`src/rtl/lcu_keyed_ring.sv`:
```
// Key-gated ring sequencer: locked stages enter a genuine or decoy copy by key bit, all on negedge.
// Optional LCU_KEYED_CORRUPT_EN blanks y in decoy stages once the decoy entry count reaches LIMIT.
module lcu_keyed_ring #(
    parameter int unsigned      STAGES  = 8,
    parameter int unsigned      KEY_W   = 4,
    parameter logic [KEY_W-1:0] KEY_VAL = 4'b1010,
    parameter int unsigned      LIMIT   = 5,
    parameter int unsigned      CNT_W   = 4
) (
    input  logic                       clk,
    input  logic                       rst,
    input  logic                       adv,
    input  logic                       back,
    input  logic [KEY_W-1:0]           key,
    output logic [STAGES-1:0]          y,
    output logic                       wrap_o,
    output logic [$clog2(STAGES)-1:0]  stage_o,
    output logic                       decoy_o,
    output logic [CNT_W-1:0]           dcnt_o
);

    localparam int unsigned      SW      = $clog2(STAGES);
    localparam logic [SW-1:0]    LAST    = SW'(STAGES - 1);
    localparam logic [CNT_W-1:0] CNT_MAX = '1;
    localparam logic [CNT_W-1:0] LIM     = CNT_W'(LIMIT);

    logic [SW-1:0]    stage_q, stage_d, stage_nxt;
    logic             decoy_q, decoy_d, entry_decoy;
    logic             wrap_q, wrap_d;
    logic [CNT_W-1:0] dcnt_q, dcnt_d;
    logic [KEY_W-1:0] key_mis;

    assign key_mis = key ^ KEY_VAL;

    always_comb begin
        stage_nxt   = (stage_q == LAST) ? '0 : stage_q + SW'(1);
        // Only S1..S(KEY_W) have a decoy copy; the key bit is used solely on entry.
        entry_decoy = 1'b0;
        for (int k = 0; k < int'(KEY_W); k++) begin
            if (stage_nxt == SW'(k + 1)) entry_decoy = key_mis[k];
        end

        stage_d = stage_q;
        decoy_d = decoy_q;
        wrap_d  = 1'b0;
        dcnt_d  = dcnt_q;
        if (back) begin
            stage_d = '0;
            decoy_d = 1'b0;
        end else if (adv) begin
            stage_d = stage_nxt;
            decoy_d = entry_decoy;
            wrap_d  = (stage_q == LAST);
            // adv always changes stage, so every decoy entry counts.
            if (entry_decoy && dcnt_q != CNT_MAX) dcnt_d = dcnt_q + CNT_W'(1);
        end
    end

    always_ff @(negedge clk or posedge rst) begin
        if (rst) begin
            stage_q <= '0;
            decoy_q <= 1'b0;
            wrap_q  <= 1'b0;
            dcnt_q  <= '0;
        end else begin
            stage_q <= stage_d;
            decoy_q <= decoy_d;
            wrap_q  <= wrap_d;
            dcnt_q  <= dcnt_d;
        end
    end

    always_comb begin
        y          = '0;
        y[stage_q] = 1'b1;
`ifdef LCU_KEYED_CORRUPT_EN
        if (decoy_q && dcnt_q >= LIM) y = '0;
`endif
    end

    assign wrap_o  = wrap_q;
    assign stage_o = stage_q;
    assign decoy_o = decoy_q;
    assign dcnt_o  = dcnt_q;

endmodule

```
`config.mk`:
```
export PLATFORM = sky130hd
export DESIGN_NAME = lcu_keyed_ring
export DESIGN_NICKNAME = d
export VERILOG_FILES = /design/src/rtl/lcu_keyed_ring.sv
export SDC_FILE = /design/constraint.sdc
export NUM_CORES = 1
export LEC_CHECK = 0
export ABC_CLOCK_PERIOD_IN_PS = 2000
export CAP_MARGIN = 20
export CORE_MARGIN = 10
export CORE_UTILIZATION = 35
export DETAILED_ROUTE_END_ITERATION = 8
export PLACE_DENSITY = 0.82
export SLEW_MARGIN = 20
export SYNTH_ARGS = -nofsm -noshare
export SYNTH_HDL_FRONTEND = slang
export SYNTH_SLANG_ARGS = --single-unit
```
`constraint.sdc`:
```
create_clock -name clk -period 2 [get_ports clk]
set_clock_uncertainty 0.2 [all_clocks]
set_input_delay 0.4 -clock clk [delete_from_list [all_inputs] [get_ports clk]]
set_output_delay 0.4 -clock clk [all_outputs]
set_load 0.02 [all_outputs]
```
==> results of run 1 <==
## cell usage in the layout, fill, tap and decap left out, drive strengths merged
cell           instances
xnor2                  3
nand3b                 1
a31oi                  1
nor3                   3
nor2                   7
clkinv                 1
buf                   56
dfrtn                  9
a32o                   1
ha                     3
nand2b                 2
nor3b                  3
clkbuf                 4
and3                   3
mux2                   1
nand3                  3
clkdlybuf4s50          1
nand2                  2
o21ai                  2
a21oi                  1
inv                    4
mux2i                  3
nor2b                  1
## cell type report
class / count / area [um2] / area share (%)
clock buffer: 3 / 22.5 / 1.80
timing repair buffer: 58 / 536 / 42.8
inverter: 4 / 17.5 / 1.40
sequential: 9 / 225 / 18.0
tap: 16 / 20.0 / 1.60
multi-input combinational: 40 / 427 / 34.1
clock inverter: 1 / 5.00 / 0.400
## layer usage
metal	vias up	track usage, %	wire length, um	part of all wire, %
li1	309	-	-	-
met1	301	10.1	657	34
met2	24	19.9	1030	53
met3	6	6.36	218	11
met4	0	4.81	45	2.3
met5	-	0	0	0
## flip-flops by register name (all words and copies together), names as in the netlist
name     cells
dcnt_o       4
wrap_o       1
decoy_o      1
stage_o      3
## how the worst min path moves through the flow
| stage | from | endpoint | slack (ns) | cells after the start |
|---|---|---|---|---|
| 2_1_floorplan | dcnt_o[0]$_DFFE_NP0P_ | dcnt_o[0]$_DFFE_NP0P_ | 0.31 | 1 |
| 3_3_place_gp | decoy_o$_DFFE_NP0P_ | decoy_o$_DFFE_NP0P_ | 0.27 | 2 |
| 3_5_place_dp | decoy_o$_DFFE_NP0P_ | decoy_o$_DFFE_NP0P_ | 0.28 | 2 |
| 4_1_cts | decoy_o$_DFFE_NP0P_ | decoy_o$_DFFE_NP0P_ | 0.31 | 2 |
| 5_1_grt | decoy_o$_DFFE_NP0P_ | decoy_o$_DFFE_NP0P_ | 0.34 | 2 |
| 6_report | decoy_o$_DFFE_NP0P_ | decoy_o$_DFFE_NP0P_ | 0.30 | 2 |
## what timing repair did
item	CTS	global route
setup endpoints to repair	26	24
pin swaps	9	6
hold buffers	0	0
setup buffers	10	1
resized for setup	130	14
## tightest hold or removal path, cell delays in order (launching register included)
cell	delay, ns
dfrtn_1	0.42
mux2i_1	0.08
nor2_1	0.08
## power by group through the flow
stage / clock network, mW / logic (mW) / registers (mW)
floorplan: 0 / 0.148 / 0.340
global placement: 0 / 0.452 / 0.262
detailed placement: 0 / 0.468 / 0.262
CTS: 0.147 / 0.506 / 0.269
global route: 0.160 / 0.594 / 0.274
finish: 0.145 / 0.554 / 0.270
## metrics by stage
step,hold WS [ns],TNS (ns),utilization (%)
after global routing,0.338,-13.54,83.1
after detailed placement,0.285,-21.02,68.4
after global placement,0.271,-20.67,68.4
after floorplan,0.312,-8.42,-
final,0.304,-12.50,83.1
after CTS,0.309,-12.56,77.8
## logic make-up (layout without fill, tap and decap cells)
logic type / count (synthesis) / after routing / synth area share (%)
AOI/OAI and AO/OA: 5 / 5 / 9.27
DFF: 9 / 9 / 40.7
buffers and inverters: 6 / 66 / 6.11
xor gates and xnor gates: 3 / 3 / 4.75
and+or+nand+nor: 25 / 25 / 24.2
adders and majority gates: 3 / 3 / 6.79
muxes: 4 / 4 / 8.14
==> impl_results.md, run 1 <==
- Die H: 59.8 um
- Global-route wire length before repair: 3110 um
- WP data required: between 1 and 1.5 ns
- Leading area contributor after synthesis: dfrtn_1
- Peak supply drop: 0.000753 V
- Reg2Reg Launch Point: stage_o[1]$_DFFE_NP0P_
- Post-synth top area share: 40.7%
- Fraction of registers with async set/reset: 100%
- Synth Cell Area: 553 um2
- HP Class: flop to flop
- Pin count of the biggest net entering global routing: 10
- Starting DRT DRC Count: 0
- Final HPWL DP: 1390 um
- Mean Syn Cell Area: 10.1 um2
- Leakage: around 0.63 nW
- Slew margin rel.: around 85%
- GR Overflow Total: 0
- Sequential share of the synthesized area: between 40 and 50%
- Pint: 0.606 mW
- Layout Cells excl Fill: 131
- Cells after Synth: 55
- Top cells by count, synth: dfrtn_1 (9), nor2_1 (7)
- Clock Tree Buf Depth: 2
- Count of cell types in the netlist: 25
- Clk_lat worst skew: around 0.27 ns
- Row cnt: 14
- Crit path cell chain: buf_6, buf_6, nor3b_4, buf_6
- Critical path depth in cells: 4
- Crit-path max cell delay: 0.42 ns
- Via count: 640
- Antenna Cells: 0
- NetSw: 0.363 mW
- Final #Nets: 127
- Final ANT Viol Nets: 0
- Tot GR Track Use: 11.2%
- Outcome: complete, but fails checks
- Routed len/inst: 14.9 um
- Slowest CP cell: dfrtn_1
- Setup CP Type: flop to primary output
- CTS H-Tree Depth: 1
- RSZ-0062 raised after global routing: yes
- DIE AREA: about 0.0036 mm2
- Die width: 59.8 um
- Final number of hold-violating endpoints: 0
- Drt via density: ~4.9
- CP bufs+invs: 3
- Setup violations, final: 22
- Core outline area: 0.00151 mm2
- # DRC: 0
- Worst EP arrival: about 2.3 ns
- Setup slack after layout: -0.864 ns
- Worst Setup End Kind: primary output
- Yosys warns: 0
- Clk network pwr share: 15.0%
- GPL Wtd Cong: 0.707
- Placement Cell Area: 0.00103 mm2
- Initial DRT Pass Iterations: 1
- Sequential share of power: 27.8%
- PwrDens: roughly 770 mW/mm2
- Worst path top cell family by delay: flip-flops
- Clock transition at path regs: about 0.050 ns
- Post-synth EDFFs: 0
- Most common cell in the netlist: dfrtn_1
- # clock sinks: 9
- Design Power: ~0.97 mW
- IO Port Bufs: 24
- Post-place setup slack: -1.02 ns
- RR Endpoint: dcnt_o[1]$_DFFE_NP0P_
- Worst Reg-to-Reg Cells: 9
- Share of layout cells above drive strength 1: 74.8%
- Area growth, synth to finish: 126%
- Starting Density: around 37%
- Start point of the critical path: stage_o[0]$_DFFE_NP0P_
- CTS root buf: clkbuf_4
- Fillers: 94
- Initial antenna violation count: 0
- Post-Route WL: 1960 um
- Flop and latch count out of synthesis: 9
- Slew Limit Fails: 0
- Crit path max fanout: 5
- Startpoint class of the critical path: flop
- # IOs: 25
- Final instance area: 0.00125 mm2
- Ys flop type: dfrtn_1
- Critical path's most frequent cell: buf_6
- Synth Net Count: 66
- Inst Count DP: 116
- Critical Path End: y[4]
- Vias in the first global route: 673
- FF-to-FF setup slack: -0.29 ns
- Gate power share: between 50 and 60%
- Top post-synthesis cells by area: dfrtn_1 (41%), ha_1 (6.8%), mux2i_1 (5.4%)
- TritonCTS buffer count: 3
- Worst-Margin Slew: 0.225 ns
- Failing checks: negative setup slack
- Max Cap Viol: 0
- CTS tree: yes
- Switching portion of total power: 37.5%
Power figures use the tool's default switching activity.
==> run 2: changes to the inputs <==
Settings changed: CORE_MARGIN 10 to 8.
==> impl_results.md, run 2 (same netlist as run 1, synthesis figures left out) <==
- DIE AREA: between 0.003 and 0.004 mm2
- Core outline area: 0.00149 mm2
- Most frequent cells in the layout: buf_6 (30), buf_4 (24), dfrtn_1 (9)
- Inst Count DP: 114
- Antenna Cells: 0
- Pin count of the biggest net entering global routing: 10
- Via count: 635
- Worst EP arrival: 2.23 ns
- CTS root buf: clkbuf_4
- Global-route wire length before repair: 3350 um
- # DRC: 0
- Starting DRT DRC Count: 1
- Initial antenna violation count: 0
- HP Class: flop to flop
- Max Cap Viol: 0
- Starting Density: 37.1%
- Clk_lat worst skew: 0.27 ns
- Initial DRT Pass Iterations: 4
- GPL Wtd Cong: 0.700
- Slew margin rel.: between 80% and 90%
- WP data required: 1.40 ns
- Leakage: between 0.6 and 0.7 nW
- Setup slack after layout: -0.826 ns
- Startpoint class of the critical path: flop
- # clock sinks: 9
- Sequential Area: 225 um2
- Clock Tree Buf Depth: 2
- Hold WS: 0.329 ns
- Hold_buf cts: 0
- Clock transition at path regs: around 0.05 ns
- IO Port Bufs: 24
- Setup violations, final: 22
- Worst Setup End Kind: primary output
- Drt via density: 4.85
- RSZ-0062 raised after global routing: yes
- TritonCTS buffer count: 3
- Failing checks: negative setup slack
- Post-place setup slack: -0.984 ns
- Area of the multi-input gates: 387 um2
- Final ANT Viol Nets: 0
- Post-Route WL: 1980 um
- CTS tree: yes
- # IOs: 25
- Crit path max fanout: 4
- Routed len/inst: about 15 um
- PwrDens: 775 mW/mm2
- Worst-Margin Slew: 0.235 ns
- Area growth, synth to finish: 124%
- Largest register FFs: 4
- Tot GR Track Use: between 10% and 20%
- Fillers: 89
- Final number of hold-violating endpoints: 0
- Commonest non-fill, non-tap cell in the layout: buf_6
- Row cnt: 14
- Vias in the first global route: between 700 and 800
- CTS H-Tree Depth: 1
- Share of layout cells above drive strength 1: 69.6%
- Die H: between 50 and 60 um
- GR Overflow Total: 0
- Final HPWL DP: 1330 um
- Slew Limit Fails: 0
- Die width: 55.8 um
- Final #Nets: 127
- Outcome: complete, but fails checks
- Layout Cells excl Fill: ~130
- Peak supply drop: 0.000667 V
- Setup CP Type: flop to primary output
## run 2: cell types whose count changed in the layout (fill, tap and decap cells not counted), moves of 2 or more
cell,previous run,this run
xnor2_2,2,0
buf_6,24,30
xnor2_1,1,3
buf_4,30,24
## run 2: path summary, 6_finish.rpt
path	start	to	slack [ns]	depth (start not counted)
worst min-delay path	decoy_o$_DFFE_NP0P_	decoy_o$_DFFE_NP0P_	0.33	2
worst max-delay path	stage_o[2]$_DFFE_NP0P_	y[6]	-0.83	3
worst min register to register	decoy_o$_DFFE_NP0P_	decoy_o$_DFFE_NP0P_	0.33	2
min in group asynchronous	rst	decoy_o$_DFFE_NP0P_	1.10	3
worst max register to register	stage_o[1]$_DFFE_NP0P_	dcnt_o[1]$_DFFE_NP0P_	-0.36	10
max in group asynchronous	rst	dcnt_o[1]$_DFFE_NP0P_	0.36	3
## run 2: report_power, final
group          switching (mW)  internal, mW  leakage (nW)
Combinational           0.243         0.304         0.486
Clock                  0.0691        0.0770        0.0150
Sequential             0.0364         0.231         0.117
Total                   0.348         0.611         0.618
## run 2: what timing repair did
| action | CTS | global route |
|---|---|---|
| buffers inserted | 10 | 3 |
| pin swaps | 12 | 6 |
| gates resized for setup | 127 | 17 |
| setup endpoints to repair | 26 | 24 |
## run 2: through the flow
stage / area, um2 / TNS, ns / total power [mW] / util [%]
5_1_grt: 1240 / -13.50 / 1.00 / 83.2
6_report: 1240 / -12.50 / 0.960 / 83.2
3_3_place_gp: 1010 / -20.50 / 0.712 / 68.2
4_1_cts: 1140 / -12.41 / 0.920 / 76.7
3_5_place_dp: 1010 / -20.93 / 0.725 / 68.2
2_1_floorplan: 611 / -8.42 / 0.487 / -
## run 2: final cells by class
| class | count | area share (%) |
|---|---|---|
| clock buffer | 4 | 2.12 |
| inverter | 4 | 1.41 |
| multi-input combinational | 40 | 31.2 |
| sequential | 9 | 18.2 |
| tap | 16 | 1.62 |
| timing repair buffer | 58 | 45.5 |
## run 2: per-layer routing
metal	routed length, um	track usage (%)	vias up	share of wire, %
met5	0	0	-	0
met4	15	6.34	0	0.76
met3	108	3.65	2	5.5
met2	1100	23.9	22	55
met1	758	13.1	303	38
li1	-	-	308	-
## run 2: critical path, stage by stage (launching register included)
cell	delay (ns)
dfrtn_1	0.50
buf_4	0.15
and3_2	0.19
buf_6	0.12
==> run 3: changes to the inputs <==
Settings changed: SETUP_SLACK_MARGIN set to 0.15.
==> impl_results.md, run 3 (same netlist as run 1, synthesis figures left out) <==
- Setup violations, final: 22
- Core outline area: 0.00149 mm2
- Post-Route WL: 2200 um
- Drt via density: between 4 and 5
- Leakage: around 0.64 nW
- Setup CP Type: flop to primary output
- Antenna Cells: 0
- Final HPWL DP: between 1000 and 1500 um
- Final instance area: between 0.001 and 0.0015 mm2
- Initial DRT Pass Iterations: 1
- Worst EP arrival: 2.24 ns
- Failing checks: negative setup slack
- Most frequent cells in the layout: buf_6 (31), buf_4 (22), dfrtn_1 (9)
- Crit path cell chain: buf_6, and3_2, buf_6
- Final ANT Viol Nets: 0
- Worst-Margin Slew: 0.233 ns
- # clock sinks: 9
- Area growth, synth to finish: 134%
- Pin count of the biggest net entering global routing: 10
- Setup TNS: -12.74 ns
- Setup slack after layout: -0.843 ns
- WP data required: roughly 1.4 ns
- Fillers: 76
- Worst Setup End Kind: primary output
- Clock Tree Buf Depth: 2
- Outcome: complete, but fails checks
- Routed len/inst: 16.8 um
- Final #Nets: roughly 130
- Placement Cell Area: 0.00101 mm2
- Commonest non-fill, non-tap cell in the layout: buf_6
- Starting Density: 37.1%
- Peak supply drop: around 0.00066 V
- Tot GR Track Use: 13.3%
- Max Cap Viol: 0
- Largest register FFs: 4
- Final core utilization: roughly 87%
- Initial antenna violation count: 0
- RSZ-0062 raised after global routing: yes
- GR Overflow Total: 0
- Die H: 55.8 um
- Starting DRT DRC Count: 0
- Final number of hold-violating endpoints: 0
- Clk_lat worst skew: 0.28 ns
- Crit-path max cell delay: 0.51 ns
- Slew margin rel.: a little over four fifths
- DIE AREA: ~0.0031 mm2
- Clock transition at path regs: 0.05 ns
- Share of layout cells above drive strength 1: between 70% and 80%
- Via count: 645
- CTS tree: yes
- TritonCTS buffer count: 3
- Row cnt: 14
- Die width: 55.8 um
- # IOs: 25
- # DRC: 0
- HP Class: flop to flop
- Vias in the first global route: around 740
- IO Port Bufs: 24
- Startpoint class of the critical path: flop
- PwrDens: 759 mW/mm2
- Post-place setup slack: -0.984 ns
- Slowest CP cell: dfrtn_1
- Crit path max fanout: 5
- CTS H-Tree Depth: 1
- GPL Wtd Cong: between 0.6 and 0.7
- Slew Limit Fails: 0
- Global-route wire length before repair: about 3400 um
- Critical path's most frequent cell: buf_6
- CTS root buf: clkbuf_4
==> run 3: layout make-up <==
class | count | area, um2 | share of cell area, %
multi-input combinational | 40 | 430 | 33.3
clock buffer | 4 | 26.3 | 2.03
tap | 16 | 20.0 | 1.55
timing repair buffer | 58 | 574 | 44.4
sequential | 9 | 225 | 17.4
inverter | 4 | 17.5 | 1.35
==> run 3: final timing paths <==
kind | from | to | slack [ns] | cells past startpoint
min in group asynchronous | rst | decoy_o$_DFFE_NP0P_ | 1.10 | 3
worst min register to register | dcnt_o[0]$_DFFE_NP0P_ | dcnt_o[0]$_DFFE_NP0P_ | 0.36 | 2
worst min-delay path | dcnt_o[0]$_DFFE_NP0P_ | dcnt_o[0]$_DFFE_NP0P_ | 0.36 | 2
worst max-delay path | stage_o[2]$_DFFE_NP0P_ | y[7] | -0.84 | 3
max in group asynchronous | rst | dcnt_o[1]$_DFFE_NP0P_ | 0.36 | 3
worst max register to register | stage_o[1]$_DFFE_NP0P_ | dcnt_o[1]$_DFFE_NP0P_ | -0.36 | 9
==> run 3: report_power, final <==
group | switching [mW] | total [mW] | internal (mW) | leakage [nW]
logic | 0.254 | 0.566 | 0.312 | 0.504
clock network | 0.0725 | 0.150 | 0.0772 | 0.0150
registers | 0.0353 | 0.266 | 0.231 | 0.117
==> run 3: through the flow <==
step | hold WS, ns | std cells | total power [mW]
final | 0.358 | 131 | 0.982
after global routing | 0.387 | 131 | 1.02
after floorplan | 0.312 | 55 | 0.487
after CTS | 0.347 | 128 | 0.922
after detailed placement | 0.315 | 114 | 0.725
after global placement | 0.271 | 114 | 0.712
==> run 3: per-layer routing <==
layer / share of wire, % / vias up / global-route usage [%] / routed length [um]
met5: 0 / - / 0 / 0
met3: 5.1 / 7 / 3.88 / 111
met2: 55 / 27 / 24.2 / 1200
met4: 3.0 / 0 / 7.75 / 65
li1: - / 308 / - / -
met1: 37 / 303 / 12.9 / 820
==> run 3: repair_timing <==
action                                  CTS  global route
pin swaps                                13             7
hold buffers                              0             0
endpoints found under the hold margin     0             0
gates resized for setup                 130            27
endpoints found under the setup margin   26            25
buffers inserted                         10             3
==> run 3: critical path, delay by kind of cell (launching register included) <==
kind | cells | cell delay (ns)
buffers and inverters | 2 | 0.27
flip-flops | 1 | 0.51
AND/OR/NAND/NOR | 1 | 0.20
